$ cat config.mk
export PLATFORM = sky130hd
export DESIGN_NAME = map_rom_scheduler_flat
export DESIGN_NICKNAME = d
export VERILOG_FILES = /design/src/rtl/map_rom_scheduler_pkg.sv /design/src/rtl/map_rom_scheduler_if.sv /design/src/rtl/map_row_buffer.sv /design/src/rtl/map_rom_scheduler.sv /design/src/flat_wrapper.sv
export SDC_FILE = /design/constraint.sdc
export NUM_CORES = 1
export LEC_CHECK = 0
export CAP_MARGIN = 20
export CORE_MARGIN = 3
export CORE_UTILIZATION = 35
export CTS_CLUSTER_DIAMETER = 40
export DETAILED_ROUTE_END_ITERATION = 10
export PLACE_DENSITY = 0.61
export SLEW_MARGIN = 25
export SYNTH_ARGS = -nofsm -noshare
export SYNTH_HDL_FRONTEND = slang
export SYNTH_SLANG_ARGS = --single-unit
$ cat constraint.sdc
create_clock -name clk -period 10.15 [get_ports clk]
set_input_delay 3.045 -clock clk [delete_from_list [all_inputs] [get_ports clk]]
set_output_delay 3.045 -clock clk [all_outputs]
set_load 0.02 [all_outputs]
$ cat src/rtl/map_rom_scheduler_pkg.sv
// Shared constants, state encoding and next-line row helper for the map ROM scheduler.
package map_rom_scheduler_pkg;
    localparam int H_VIEW     = 640;
    localparam int V_TOTAL    = 525;
    localparam int MAP_WBITS  = 4;
    localparam int MAP_HBITS  = 4;
    localparam int MAP_SCALE  = 3;
    localparam int MAP_WIDTH  = 1 << MAP_WBITS;
    localparam int MAP_HEIGHT = 1 << MAP_HBITS;

    typedef enum logic {
        MRS_IDLE  = 1'b0,
        MRS_FETCH = 1'b1
    } mrs_state_e;

    // Map row that the overlay will draw on the line after vpos (wraps at frame end).
    function automatic logic [MAP_HBITS-1:0] next_frow(input logic [9:0] vpos);
        logic [9:0] vnext;
        vnext = (vpos == 10'(V_TOTAL - 1)) ? 10'd0 : vpos + 10'd1;
        return vnext[MAP_SCALE+MAP_HBITS-1:MAP_SCALE];
    endfunction
endpackage

$ cat src/rtl/map_rom_scheduler_if.sv
// Raster, tracer, overlay and map ROM signals seen by the scheduler.
interface map_rom_scheduler_if;
    import map_rom_scheduler_pkg::*;

    logic [9:0]           hpos;
    logic [9:0]           vpos;
    logic                 i_trc_req;
    logic [MAP_WBITS-1:0] i_trc_col;
    logic [MAP_HBITS-1:0] i_trc_row;
    logic                 o_trc_gnt;
    logic [1:0]           o_trc_val;
    logic [MAP_WBITS-1:0] i_ovl_col;
    logic [1:0]           o_ovl_val;
    logic [MAP_WBITS-1:0] o_map_col;
    logic [MAP_HBITS-1:0] o_map_row;
    logic [1:0]           i_map_val;
    logic                 o_busy;

    modport master (
        output hpos, vpos, i_trc_req, i_trc_col, i_trc_row, i_ovl_col, i_map_val,
        input  o_trc_gnt, o_trc_val, o_ovl_val, o_map_col, o_map_row, o_busy
    );

    modport slave (
        input  hpos, vpos, i_trc_req, i_trc_col, i_trc_row, i_ovl_col, i_map_val,
        output o_trc_gnt, o_trc_val, o_ovl_val, o_map_col, o_map_row, o_busy
    );
endinterface

$ cat src/rtl/map_row_buffer.sv
// One map row of 2-bit cells: synchronous write port, asynchronous read port.
module map_row_buffer #(
    parameter int WBITS = 4
) (
    input  logic             clk,
    input  logic             we,
    input  logic [WBITS-1:0] waddr,
    input  logic [1:0]       wdata,
    input  logic [WBITS-1:0] raddr,
    output logic [1:0]       rdata
);
    localparam int DEPTH = 1 << WBITS;

    logic [DEPTH-1:0][1:0] mem;

    // Per-cell write decode; contents are don't-care until the first full fetch.
    for (genvar i = 0; i < DEPTH; i++) begin : g_cell
        always_ff @(posedge clk) begin
            if (we && waddr == WBITS'(i))
                mem[i] <= wdata;
        end
    end

    assign rdata = mem[raddr];
endmodule

$ cat src/rtl/map_rom_scheduler.sv
// Arbitrates the map ROM between tracer and an hblank row prefetch feeding the overlay buffer.
module map_rom_scheduler
    import map_rom_scheduler_pkg::*;
(
    input  logic             clk,
    input  logic             reset,
    map_rom_scheduler_if.slave bus
);
    mrs_state_e           state;
    logic [MAP_WBITS-1:0] cnt;
    logic [MAP_HBITS-1:0] fetch_row;
    logic [MAP_HBITS-1:0] tag;
    logic                 valid;
    logic [MAP_HBITS-1:0] frow;
    logic                 fetching;
    logic [1:0]           buf_rdata;

    assign frow     = next_frow(bus.vpos);
    assign fetching = (state == MRS_FETCH);

    always_ff @(posedge clk) begin
        if (reset) begin
            state     <= MRS_IDLE;
            cnt       <= '0;
            valid     <= 1'b0;
            tag       <= '0;
            fetch_row <= '0;
        end else begin
            case (state)
                MRS_IDLE: begin
                    // Skip the fetch when the buffer already holds the row the next line needs.
                    if (bus.hpos == 10'(H_VIEW) && !(valid && tag == frow)) begin
                        state     <= MRS_FETCH;
                        fetch_row <= frow;
                        cnt       <= '0;
                    end
                end
                MRS_FETCH: begin
                    cnt <= cnt + 1'b1;
                    if (cnt == MAP_WBITS'(MAP_WIDTH - 1)) begin
                        state <= MRS_IDLE;
                        valid <= 1'b1;
                        tag   <= fetch_row;
                    end
                end
                default: state <= MRS_IDLE;
            endcase
        end
    end

    map_row_buffer #(.WBITS(MAP_WBITS)) u_row_buf (
        .clk   (clk),
        .we    (fetching && !reset),
        .waddr (cnt),
        .wdata (bus.i_map_val),
        .raddr (bus.i_ovl_col),
        .rdata (buf_rdata)
    );

    assign bus.o_map_col = fetching ? cnt       : bus.i_trc_col;
    assign bus.o_map_row = fetching ? fetch_row : bus.i_trc_row;
    assign bus.o_trc_gnt = bus.i_trc_req && !fetching;
    assign bus.o_trc_val = bus.i_map_val;
    assign bus.o_ovl_val = valid ? buf_rdata : 2'b00;
    assign bus.o_busy    = fetching;
endmodule

$ cat src/flat_wrapper.sv
// flat-port wrapper written by rule: the top's interface ports become plain ports
module map_rom_scheduler_flat import map_rom_scheduler_pkg::*;
  (clk, reset, bus_hpos, bus_vpos, bus_i_trc_req, bus_i_trc_col, bus_i_trc_row, bus_i_ovl_col, bus_i_map_val, bus_o_trc_gnt, bus_o_trc_val, bus_o_ovl_val, bus_o_map_col, bus_o_map_row, bus_o_busy);
  map_rom_scheduler_if bus_i ();
  input  logic clk;
  input  logic reset;
  input wire logic [$bits(bus_i.hpos)-1:0] bus_hpos;
  input wire logic [$bits(bus_i.vpos)-1:0] bus_vpos;
  input wire logic [$bits(bus_i.i_trc_req)-1:0] bus_i_trc_req;
  input wire logic [$bits(bus_i.i_trc_col)-1:0] bus_i_trc_col;
  input wire logic [$bits(bus_i.i_trc_row)-1:0] bus_i_trc_row;
  input wire logic [$bits(bus_i.i_ovl_col)-1:0] bus_i_ovl_col;
  input wire logic [$bits(bus_i.i_map_val)-1:0] bus_i_map_val;
  output wire logic [$bits(bus_i.o_trc_gnt)-1:0] bus_o_trc_gnt;
  output wire logic [$bits(bus_i.o_trc_val)-1:0] bus_o_trc_val;
  output wire logic [$bits(bus_i.o_ovl_val)-1:0] bus_o_ovl_val;
  output wire logic [$bits(bus_i.o_map_col)-1:0] bus_o_map_col;
  output wire logic [$bits(bus_i.o_map_row)-1:0] bus_o_map_row;
  output wire logic [$bits(bus_i.o_busy)-1:0] bus_o_busy;
  assign bus_i.hpos = bus_hpos;
  assign bus_i.vpos = bus_vpos;
  assign bus_i.i_trc_req = bus_i_trc_req;
  assign bus_i.i_trc_col = bus_i_trc_col;
  assign bus_i.i_trc_row = bus_i_trc_row;
  assign bus_i.i_ovl_col = bus_i_ovl_col;
  assign bus_i.i_map_val = bus_i_map_val;
  assign bus_o_trc_gnt = bus_i.o_trc_gnt;
  assign bus_o_trc_val = bus_i.o_trc_val;
  assign bus_o_ovl_val = bus_i.o_ovl_val;
  assign bus_o_map_col = bus_i.o_map_col;
  assign bus_o_map_row = bus_i.o_map_row;
  assign bus_o_busy = bus_i.o_busy;
  map_rom_scheduler u_core (.clk(clk), .reset(reset), .bus(bus_i));
endmodule
==> reports/results.txt <==
Placed Cells incl. Taps: 285
Data required time of the critical path: 7.11 ns
CTS Buf Count: 5
Status: complete, no violations
Initial Utilization: 37.3%
Slew at the pin closest to its max-slew limit: 0.803 ns
# clock sinks: 46
# fillers: 565
Startpoint class of the critical path: input pin
Post-synthesis net count: 211
Register area share after synthesis: 54.3%
#FFs+latches synth: 46
Hold Path Stages: 2
Global route overflow: 0
Hold/Removal Path Class: reg -> reg
Pleak: 0.000992 uW
Number of nets in the layout: 258
CP Cell Sequence: clkdlybuf4s50_1 -> mux4_2 -> mux4_2 -> and2_1 -> clkdlybuf4s50_1
Final hold vios: 0
Critical path endpoint category: output pin
Setup Total Neg Slack: 0 ns
H-tree depth: 2
Critical Path Fanout Max: 8
Iter 0 DRT Violations: 52
Async S/R FF share, synth: 0%
Pre-antenna DRT Iters: 4
Worst IR drop on VDD: 0.0856 mV
Routed len/inst: 15.7 um
Port Buffers: 50
Hold-fix buffers, CTS: 0
Post-synth EDFFs: 32
Fraction of layout cells with a size suffix above 1: 17.0%
CP max-delay cell: clkdlybuf4s50_1
Critical path type: in -> out
Routability Congestion: 0.706
Clock transition at path regs: 0.08 ns
First-pass GRT wire length: 7610 um
Routed via count: 1,476
R2R depth: 3
Syn Inst Count: 170
Worst slack, placed: 1.54 ns
Most frequent cells in the layout: 50 x clkdlybuf4s50_1, 32 x edfxtp_1, 20 x nor2_1
Fmax: 117 MHz
PnR worst setup slack: 1.57 ns
Arr. time, crit path: 5.53 ns
Max-cap violations: 0
Non-Filler Instances: 293
Core Area: 6130 um^2
Critical path depth: 5
Final Max Tran Viols: 0
CP delay by family, top: buffers and inverters
Clk_lat worst skew: 0.29 ns
Post-CTS repair timing setup buffer count: 0
Number of diodes: 0
CP max stage delay: 0.78 ns
Clk_skew: 0.00532 ns
I/O pins: 51
Die H: 86.8 um
PostCTS Resize Cnt: 0
Worst path bufs/invs: 2
Vias in the first global route: 1,588
Antenna violations before repair: 0
Relative slew slack: 46.4%
Post-route DRC violation count: 0
RSZ-0062 raised after global routing: no
Chip Width: 86.8 um
Synth Warn #: 0
Largest net degree at the start of global routing: 22
CTS root buffer: clkbuf_8
Vias per cell: 5.04
Period minus WS final: 8.58 ns
CTS tree: yes
Antenna-violating nets left: 0
P&R area growth vs syn: 28.6%
Dpl hpwl: 3510 um
Die area: 7530 um^2
# rows: 28
Overall routing resource usage: 13.3%
Synthesized area per cell: 13.4 um^2
Min Hold Slack: 0.524 ns
Clock Path Buffers: 2
# setup viols final: 0
Post-synthesis cell area: 2280 um^2
DRT Wirelength: 4590 um
Synth unique cells: 42
Most common cell after layout, fill and taps aside: clkdlybuf4s50_1
Period utilization: 84.5%
PwrDens: 126 nW/um^2
Primary FF master, synth: edfxtp_1
worst min-delay path, cell delays in order, from the launching register on:
cell	delay [ns]
dfxtp_1	0.35
mux2i_1	0.07
nor2_1	0.07
area by class of cell:
type / count / area, um^2 / area share (%)
repair buffers: 50 / 500 / 17.0
multi-input cells: 110 / 982 / 33.4
inverters: 4 / 15.0 / 0.511
well taps: 75 / 93.8 / 3.19
clock inverters: 1 / 30.0 / 1.02
clock buffers: 7 / 76.3 / 2.60
flip-flops and latches: 46 / 1240 / 42.2
worst paths after layout:
check / from / endpoint / slack (ns)
max reg2reg: u_core.bus.o_busy$_SDFF_PP0_ / u_core.u_row_buf.mem[1]$_DFFE_PP_ / 8.20
min: u_core.fetch_row[2]$_SDFFE_PP0P_ / u_core.tag[2]$_SDFFE_PP0P_ / 0.52
min reg2reg: u_core.fetch_row[2]$_SDFFE_PP0P_ / u_core.tag[2]$_SDFFE_PP0P_ / 0.52
max: bus_i_ovl_col[0] / bus_o_ovl_val[0] / 1.57
cell families after synthesis:
logic type | share of synthesized area [%]
DFF | 54.3
buffers and inverters | 2.68
xor gates and xnor gates | 3.07
adders and majority gates | 2.19
and+or+nand+nor | 15.8
AOI/OAI and AO/OA | 3.78
muxes | 18.2
per-stage QoR:
step	total power, uW	area (um^2)	utilization (%)
floorplan	222	2280	-
global placement	244	2830	46.2
detailed placement	244	2830	46.2
CTS	374	2940	47.9
global route	384	2940	47.9
finish	370	2940	47.9
routing by layer:
| layer | global-route usage [%] | up-vias | wire length (um) |
|---|---|---|---|
| li1 | - | 725 | - |
| met4 | 4.67 | 0 | 84 |
| met5 | 0 | - | 0 |
| met3 | 3.90 | 6 | 262 |
| met1 | 16.2 | 698 | 1970 |
| met2 | 22.4 | 47 | 2270 |
Yosys cell counts, drive strengths merged, types with 2 or more instances:
cell,n,area (um^2)
xor2,4,35.0
nand4,2,12.5
xnor2,4,35.0
a21oi,3,15.0
buf,4,23.8
o21ai,2,13.8
nor2,20,75.1
nor2b,7,43.8
ha,4,50.1
or3,2,17.5
nor4,2,27.5
edfxtp,32,961
and2,2,12.5
o22ai,2,12.5
clkbuf,6,22.5
nand2,7,26.3
nor3,8,45.0
dfxtp,14,280
mux2,12,150
nand2b,2,12.5
inv,4,15.0
mux2i,4,40.0
nand3,2,10.0
nor4b,2,32.5
mux4,10,225
where the power goes:
| group | switching, uW | internal (uW) | leakage, uW |
|---|---|---|---|
| clock network | 56.7 | 73.6 | 0.0000524 |
| registers | 0.0485 | 200 | 0.000400 |
| logic | 15.3 | 23.8 | 0.000539 |
| total | 72.0 | 297 | 0.000992 |
flip-flops by register name (all words and copies together), names as in the netlist:
signal / flops
u_core.tag: 4
u_core.valid: 1
u_core.fetch_row: 4
u_core.cnt: 4
u_core.bus.o_busy: 1
u_core.u_row_buf.mem: 32
(Power assumes the default switching activity.)
